### src/rtl/bounce_emulator.sv
// Synthetic switch-bounce source: turns a clean level request into a bouncing level that settles on it.
// Define BOUNCE_FIXED_INTERVAL_EN for a fixed 2**INTERVAL_W toggle spacing instead of LFSR-random spacing.
//
// state  | meaning
// IDLE   | output equals request, waiting for a new level
// BOUNCE | emitting the toggle burst, counter times the next toggle
// SETTLE | output held at target, counter times the quiet period
module bounce_emulator #(
   parameter int          PAIRS      = 3,
   parameter int          INTERVAL_W = 4,
   parameter logic [15:0] SEED       = 16'hACE1
) (
   input  logic       clk,
   input  logic       rst,
   input  logic       press,
   output logic       bouncy,
   output logic       busy,
   output logic       settled,
   output logic [7:0] toggles
);

   localparam int CNT_W = INTERVAL_W + 1;
   localparam int REM_W = $clog2(2 * PAIRS + 2);
   localparam logic [CNT_W-1:0] FULL     = {1'b1, {INTERVAL_W{1'b0}}};
   localparam logic [15:0]      SEED_EFF = (SEED == 16'h0000) ? 16'h0001 : SEED;

   typedef enum logic [1:0] {IDLE, BOUNCE, SETTLE} state_t;

   state_t           state, state_n;
   logic [15:0]      lfsr;
   logic             fb;
   logic [CNT_W-1:0] cnt, cnt_n, interval;
   logic [REM_W-1:0] rem, rem_n;
   logic             target, target_n;
   logic             bouncy_n, busy_n, settled_n;
   logic [7:0]       toggles_n;

   assign fb = lfsr[15] ^ lfsr[13] ^ lfsr[12] ^ lfsr[10];

`ifdef BOUNCE_FIXED_INTERVAL_EN
   assign interval = FULL;
`else
   assign interval = {1'b0, lfsr[INTERVAL_W-1:0]} + CNT_W'(1);
`endif

   always_comb begin
      state_n   = state;
      cnt_n     = cnt;
      rem_n     = rem;
      target_n  = target;
      bouncy_n  = bouncy;
      busy_n    = busy;
      settled_n = 1'b0;
      case (state)
         IDLE: begin
            if (press != bouncy) begin
               target_n = press;
               bouncy_n = ~bouncy;
               busy_n   = 1'b1;
               if (PAIRS == 0) begin
                  state_n = SETTLE;
                  cnt_n   = FULL;
               end else begin
                  rem_n   = REM_W'(2 * PAIRS);
                  state_n = BOUNCE;
                  cnt_n   = interval;
               end
            end
         end
         BOUNCE: begin
            if (cnt == CNT_W'(1)) begin
               rem_n = rem - REM_W'(1);
               if (rem == REM_W'(1)) begin
                  // odd toggle count makes ~bouncy == target here; use target to pin it
                  bouncy_n = target;
                  state_n  = SETTLE;
                  cnt_n    = FULL;
               end else begin
                  bouncy_n = ~bouncy;
                  cnt_n    = interval;
               end
            end else begin
               cnt_n = cnt - CNT_W'(1);
            end
         end
         SETTLE: begin
            if (cnt == CNT_W'(1)) begin
               settled_n = 1'b1;
               busy_n    = 1'b0;
               state_n   = IDLE;
            end else begin
               cnt_n = cnt - CNT_W'(1);
            end
         end
         default: state_n = IDLE;
      endcase
      toggles_n = toggles;
      if ((bouncy_n != bouncy) && (toggles != 8'hFF)) toggles_n = toggles + 8'd1;
   end

   always_ff @(posedge clk) begin
      if (rst) begin
         state   <= IDLE;
         cnt     <= '0;
         rem     <= '0;
         target  <= 1'b0;
         bouncy  <= 1'b0;
         busy    <= 1'b0;
         settled <= 1'b0;
         toggles <= 8'd0;
         lfsr    <= SEED_EFF;
      end else begin
         state   <= state_n;
         cnt     <= cnt_n;
         rem     <= rem_n;
         target  <= target_n;
         bouncy  <= bouncy_n;
         busy    <= busy_n;
         settled <= settled_n;
         toggles <= toggles_n;
         lfsr    <= {lfsr[14:0], fb};
      end
   end

endmodule

### config.mk
export PLATFORM = sky130hd
export DESIGN_NAME = bounce_emulator
export DESIGN_NICKNAME = d
export VERILOG_FILES = /design/src/rtl/bounce_emulator.sv
export SDC_FILE = /design/constraint.sdc
export NUM_CORES = 1
export LEC_CHECK = 0
export ABC_AREA = 1
export BUFFER_PORTS_ARGS = -buffer_cell sky130_fd_sc_hd__buf_2
export CELL_PAD_IN_SITES_DETAIL_PLACEMENT = 0
export CELL_PAD_IN_SITES_GLOBAL_PLACEMENT = 2
export CORE_ASPECT_RATIO = 0.8
export CORE_UTILIZATION = 35
export DETAILED_ROUTE_END_ITERATION = 12
export GPL_ROUTABILITY_DRIVEN = 1
export PLACE_DENSITY_LB_ADDON = 0.1
export SLEW_MARGIN = 20
export SYNTH_ARGS = -nofsm -noshare
export SYNTH_HDL_FRONTEND = slang
export SYNTH_SLANG_ARGS = --single-unit
### constraint.sdc
create_clock -name clk -period 2.2 [get_ports clk]
set_clock_uncertainty 0.2 [all_clocks]
set_input_delay 0.11 -clock clk [delete_from_list [all_inputs] [get_ports clk]]
set_output_delay 0.11 -clock clk [all_outputs]
set_load 0.005 [all_outputs]
; ---- Word-level counts from Yosys, hierarchy flattened
; Index checks and enable logic that the tools add are counted.
[op_classes]
n_addsub = 4
eq_ne = 12
mux = 21
bitwise_logic = 5
reduce_logical = 11
[ops]
columns = operator, n
row1 = 5-bit two-way mux, 4
row2 = 5-bit case mux with 3 select lines, 1
row3 = "2-bit != test, second input constant", 5
row4 = 3-bit AND reduction, 3
row5 = "8-bit by 1-bit adder with 8-bit output, second input constant", 1
row6 = 2-bit two-way mux, 4
row7 = "8-bit != test, second input constant", 1
row8 = 1-bit two-way mux, 6
row9 = 3-bit two-way mux, 2
row10 = 2-bit case mux with 3 select lines, 1
row11 = 3-bit case mux with 2 select lines, 1
row12 = "4-bit by 1-bit adder with 5-bit output, second input constant", 1
row13 = "5-bit by 1-bit equality test with 1-bit output, second input constant", 1
row14 = "5-bit by 1-bit subtractor with 5-bit output, second input constant", 1
row15 = 1-bit case mux with 2 select lines, 2
row16 = 4-bit AND reduction, 1
row17 = 2-bit nonzero test, 2
row18 = "3-bit by 1-bit equality test with 1-bit output, second input constant", 1
row19 = 3-bit nonzero test, 1
row20 = "3-bit by 1-bit subtractor with 3-bit output, second input constant", 1
row21 = 1-bit bitwise XOR, 3
row22 = "2-bit by 1-bit equality test with 1-bit output, second input constant", 1
row23 = "2-bit equality test, second input constant", 1
row24 = 2-bit logical NOT, 1
row25 = 5 further kinds, 7
[totals]
ff_bits = 38
input_bits = 3
output_inout_bits = 11
elab_cells = 62

; ---- Longest topological paths before layout
[logic_depth]
word_depth = 6
mapped_depth = 14

; ---- Worst setup path before layout
; No wires, ideal clock.
[synth_path]
path_type = register to register
start = reg toggles[0]
end = reg toggles[5]
setup_time_ns = 0.071
t_arrival_ns = 1.411
slack_ns = 0.518
path_stages_with_launch = 9
cell_sequence = dfxtp_1 -> ha_1 -> nand2_1 -> nor3b_2 -> and2_1 -> nand2_2 -> nand2_1 -> nand2_1 -> a21oi_1
[synth_via]
elab_chain_cells = 2
[synth_lines]
columns = element, line_no
row1 = "start, declared", 19  ; output logic [7:0] toggles
row2 = "start signal, assigned", 120  ; toggles <= toggles_n;
row3 = branches (longest 2 deep; another with 8-bit by 1-bit adder with 8-bit output), --
; Several ways; the timed one is not identified.
; A chain may end at the register's enable or synchronous reset.

; ---- Final worst setup path
[layout_path]
start = reg cnt[0]
end = reg cnt[2]
[layout_via]
elab_chain_cells = 3
[layout_lines]
columns = element, line_no
row1 = "start, declared", 32  ; logic [CNT_W-1:0] cnt, cnt_n, interval;
row2 = "start signal, assigned", 114  ; cnt <= cnt_n;
row3 = 5-bit by 1-bit subtractor with 5-bit output or 5-bit by 1-bit equality test with 1-bit output (tied branches), --
row4 = "5-bit two-way mux, or another cell as far along", 87  ; if (cnt == CNT_W'(1)) begin
row5 = 5-bit case mux with 3 select lines or 3-bit AND reduction (tied branches), --
; Several ways; a longest one is shown, not always the timed one. The select of a mux whose other input is x is not followed.

==> metrics.csv <==
metric,value,unit
Crit Path Category,reg2reg,
achievable frequency,520,MHz
chip width,82.4,µm
CTS root buf,clkbuf_8,
Fin Setup TNS,0,ps
Tmin final,1920,ps
Synth async-reset ratio,0,%
clock buffer depth,2,
Hold Startpoint,rst,
Worst Reg2Reg Path Length in Cells,11,
worst-margin pin slew,611,ps
CTS tree,done,
number of CTS-inserted buffers,5,
IO Count,14,
synthesized area per cell,7.81,µm²
PnR worst setup slack,275,ps
slowest cell delay on critical path,390,ps
GRT Total Usage,15.2,%
initial detailed-routing violation count,99,
Final Total Pwr,2.45,mW
Worst Hold Depth,2,
maximum VDD drop,0.000458,V
"area leader, netlist",dfxtp_1,
Levels on crit path,11,
Synth Register Bits,38,
die height,66.4,µm
Initial Util,36.2,%
r2r setup slk,280,ps
vias in the first global route,1324,
Post-synth EDFFs,0,
pwr dens,1190,nW/µm²
share of cells above drive strength 1,18.8,%
RSZ-0062 raised after global routing,no,
Mapped Cells,232,
global-route wire length before repair,6.23,mm
Congestion Overflow GR,0,
final WL,3.62,mm
total of max-cap violations,0,
Layout area overhead,13.9,%
vias per cell,4.59,
Worst Path Buf+Inv,4,
Detail Route Antenna Nets,0,
Worst setup EP type,flop,
CTS sink cnt,38,
yosys warns,0,
CP top delay family,simple AND/OR/NAND/NOR gates,
die area,5470,µm²
Final Hold Vio Count,0,
largest net degree at the start of global routing,34,
detailed-route wire length per cell,11.6,µm
Initial DRT Pass Iterations,4,
crit path max fanout,8,
Syn Std Cell Area,1810,µm²
routed vias,1433,
RePlAce Congestion,0.717,
Core ar.,5010,µm²
"Max stage delay cell, worst path",dfxtp_1,
Worst-Skew Late Latency,280,ps
P_leak,0.943,nW
fin crit share,87.5,%
# DRC,0,
Relative slew margins,59.2,%
reg2reg start,cnt[0]$_SDFFE_PP0P_,
Min-Delay Path Class,in2reg,
"Setup violations, final",0,
status,completed,
main flop type after synthesis,dfxtp_1,
antenna diode count,0,
post-synthesis sequential area ratio,42.0,%
share of the synthesized area in the top cell type,42.0,%
Clock transition at path regs,80,ps
pre-CTS WS,140,ps
Syn Nets,245,
Post-DP HPWL,2.63,mm
largest cells by area after synthesis,"dfxtp_1 (42%), nand2_1 (7.0%), ha_1 (6.9%), a21oi_1 (6.4%), inv_1 (6.2%)",
row count,23,
CP required,2190,ps
Critical Path Start,cnt[0]$_SDFFE_PP0P_,
Yosys cell types,29,
nets@finish,262,
initial antenna violation count,0,
Final Max Tran Viols,0,
post-CTS setup buffers,0,
CP Cell Sequence,ha_1 > inv_1 > nor2_1 > nand2_2 > nor2_1 > inv_2 > nand3b_2 > inv_2 > o21a_1 > nand2_1 > inv_1,
Setup crit start kind,flop,
Critical Path AT,1910,ps
H-tree Lvls,2,
IO Port Bufs,13,
-- through the flow --
step           hold WS [ps]  cell area (µm²)  instances  util, %
2_1_floorplan          16.5             1810        232        -
3_3_place_gp            191             1930        303     38.6
3_5_place_dp            194             1930        303     38.6
4_1_cts                 118             2050        312     41.0
5_1_grt                 138             2060        312     41.2
6_report                118             2060        312     41.2
-- cell type report --
type                    count  area, µm²
flip-flops and latches     38        761
inverters                  35        131
repair buffers             14       75.1
well taps                  62       77.6
fillers                   538       2940
clock inverters             3       40.0
clock buffers               5       68.8
multi-input cells         155        910
-- cell usage after synthesis (all sizes together), types with 2 or more instances --
| cell | instances |
|---|---|
| or2 | 7 |
| xor2 | 10 |
| o21ai | 13 |
| a21oi | 24 |
| clkbuf | 3 |
| nor2 | 22 |
| ha | 10 |
| nand3 | 17 |
| a211oi | 2 |
| dfxtp | 38 |
| a22oi | 2 |
| xnor2 | 2 |
| inv | 35 |
| nand2 | 38 |
-- path summary, 6_finish.rpt --
check	to
min	lfsr[8]$_SDFF_PP0_
max	cnt[2]$_SDFFE_PP0P_
max reg2reg	cnt[2]$_SDFFE_PP0P_
min reg2reg	lfsr[12]$_SDFF_PP0_
-- registers in the layout, indices dropped and copies added, names as in the netlist --
signal / cells
bouncy: 1
busy: 1
cnt: 5
lfsr: 16
rem: 3
settled: 1
state: 2
target: 1
toggles: 8
-- layer usage --
layer  GRT usage [%]  part of all wire (%)
met5               0                     0
met4            4.61                  0.80
met3            3.72                   2.9
met2            22.1                    41
met1            21.7                    56
-- timing repair --
item	CTS	global route
endpoints found under the hold margin	1	0
endpoints found under the setup margin	0	6
resized for setup	0	4
hold buffers	1	0
-- power by group --
group          switching, mW  internal [mW]  leakage, nW
registers              0.105          0.812        0.314
logic                  0.599          0.345        0.571
clock network          0.251          0.334       0.0579
-- kinds of logic (layout without fill, tap and decap cells) --
kind of cell / Yosys count / in the layout / synth area share (%)
AND/OR/NAND/NOR: 88 / 88 / 23.1
AO/OA/AOI/OAI: 45 / 45 / 13.7
buffers and inverters: 39 / 57 / 8.49
flip-flops: 38 / 38 / 42.0
XOR/XNOR: 12 / 12 / 5.80
adder cells (fa/ha/maj): 10 / 10 / 6.91
-- layout by cell type (no fill, tap or decap), drive strengths merged --
cell type	instances
dfxtp	38
nand2	38
inv	35
a21oi	24
nor2	22
nand3	17
buf	13
o21ai	13
xor2	10
ha	10
or2	7
clkbuf	5
xnor2	2
a211oi	2
clkinv	2
a22oi	2
nor3	1
nand3b	1
o22ai	1
o21a	1
nor3b	1
and2	1
a311oi	1
a31oi	1
bufinv	1
dlygate4sd3	1
Note: power is estimated with default switching activity, not from simulation.
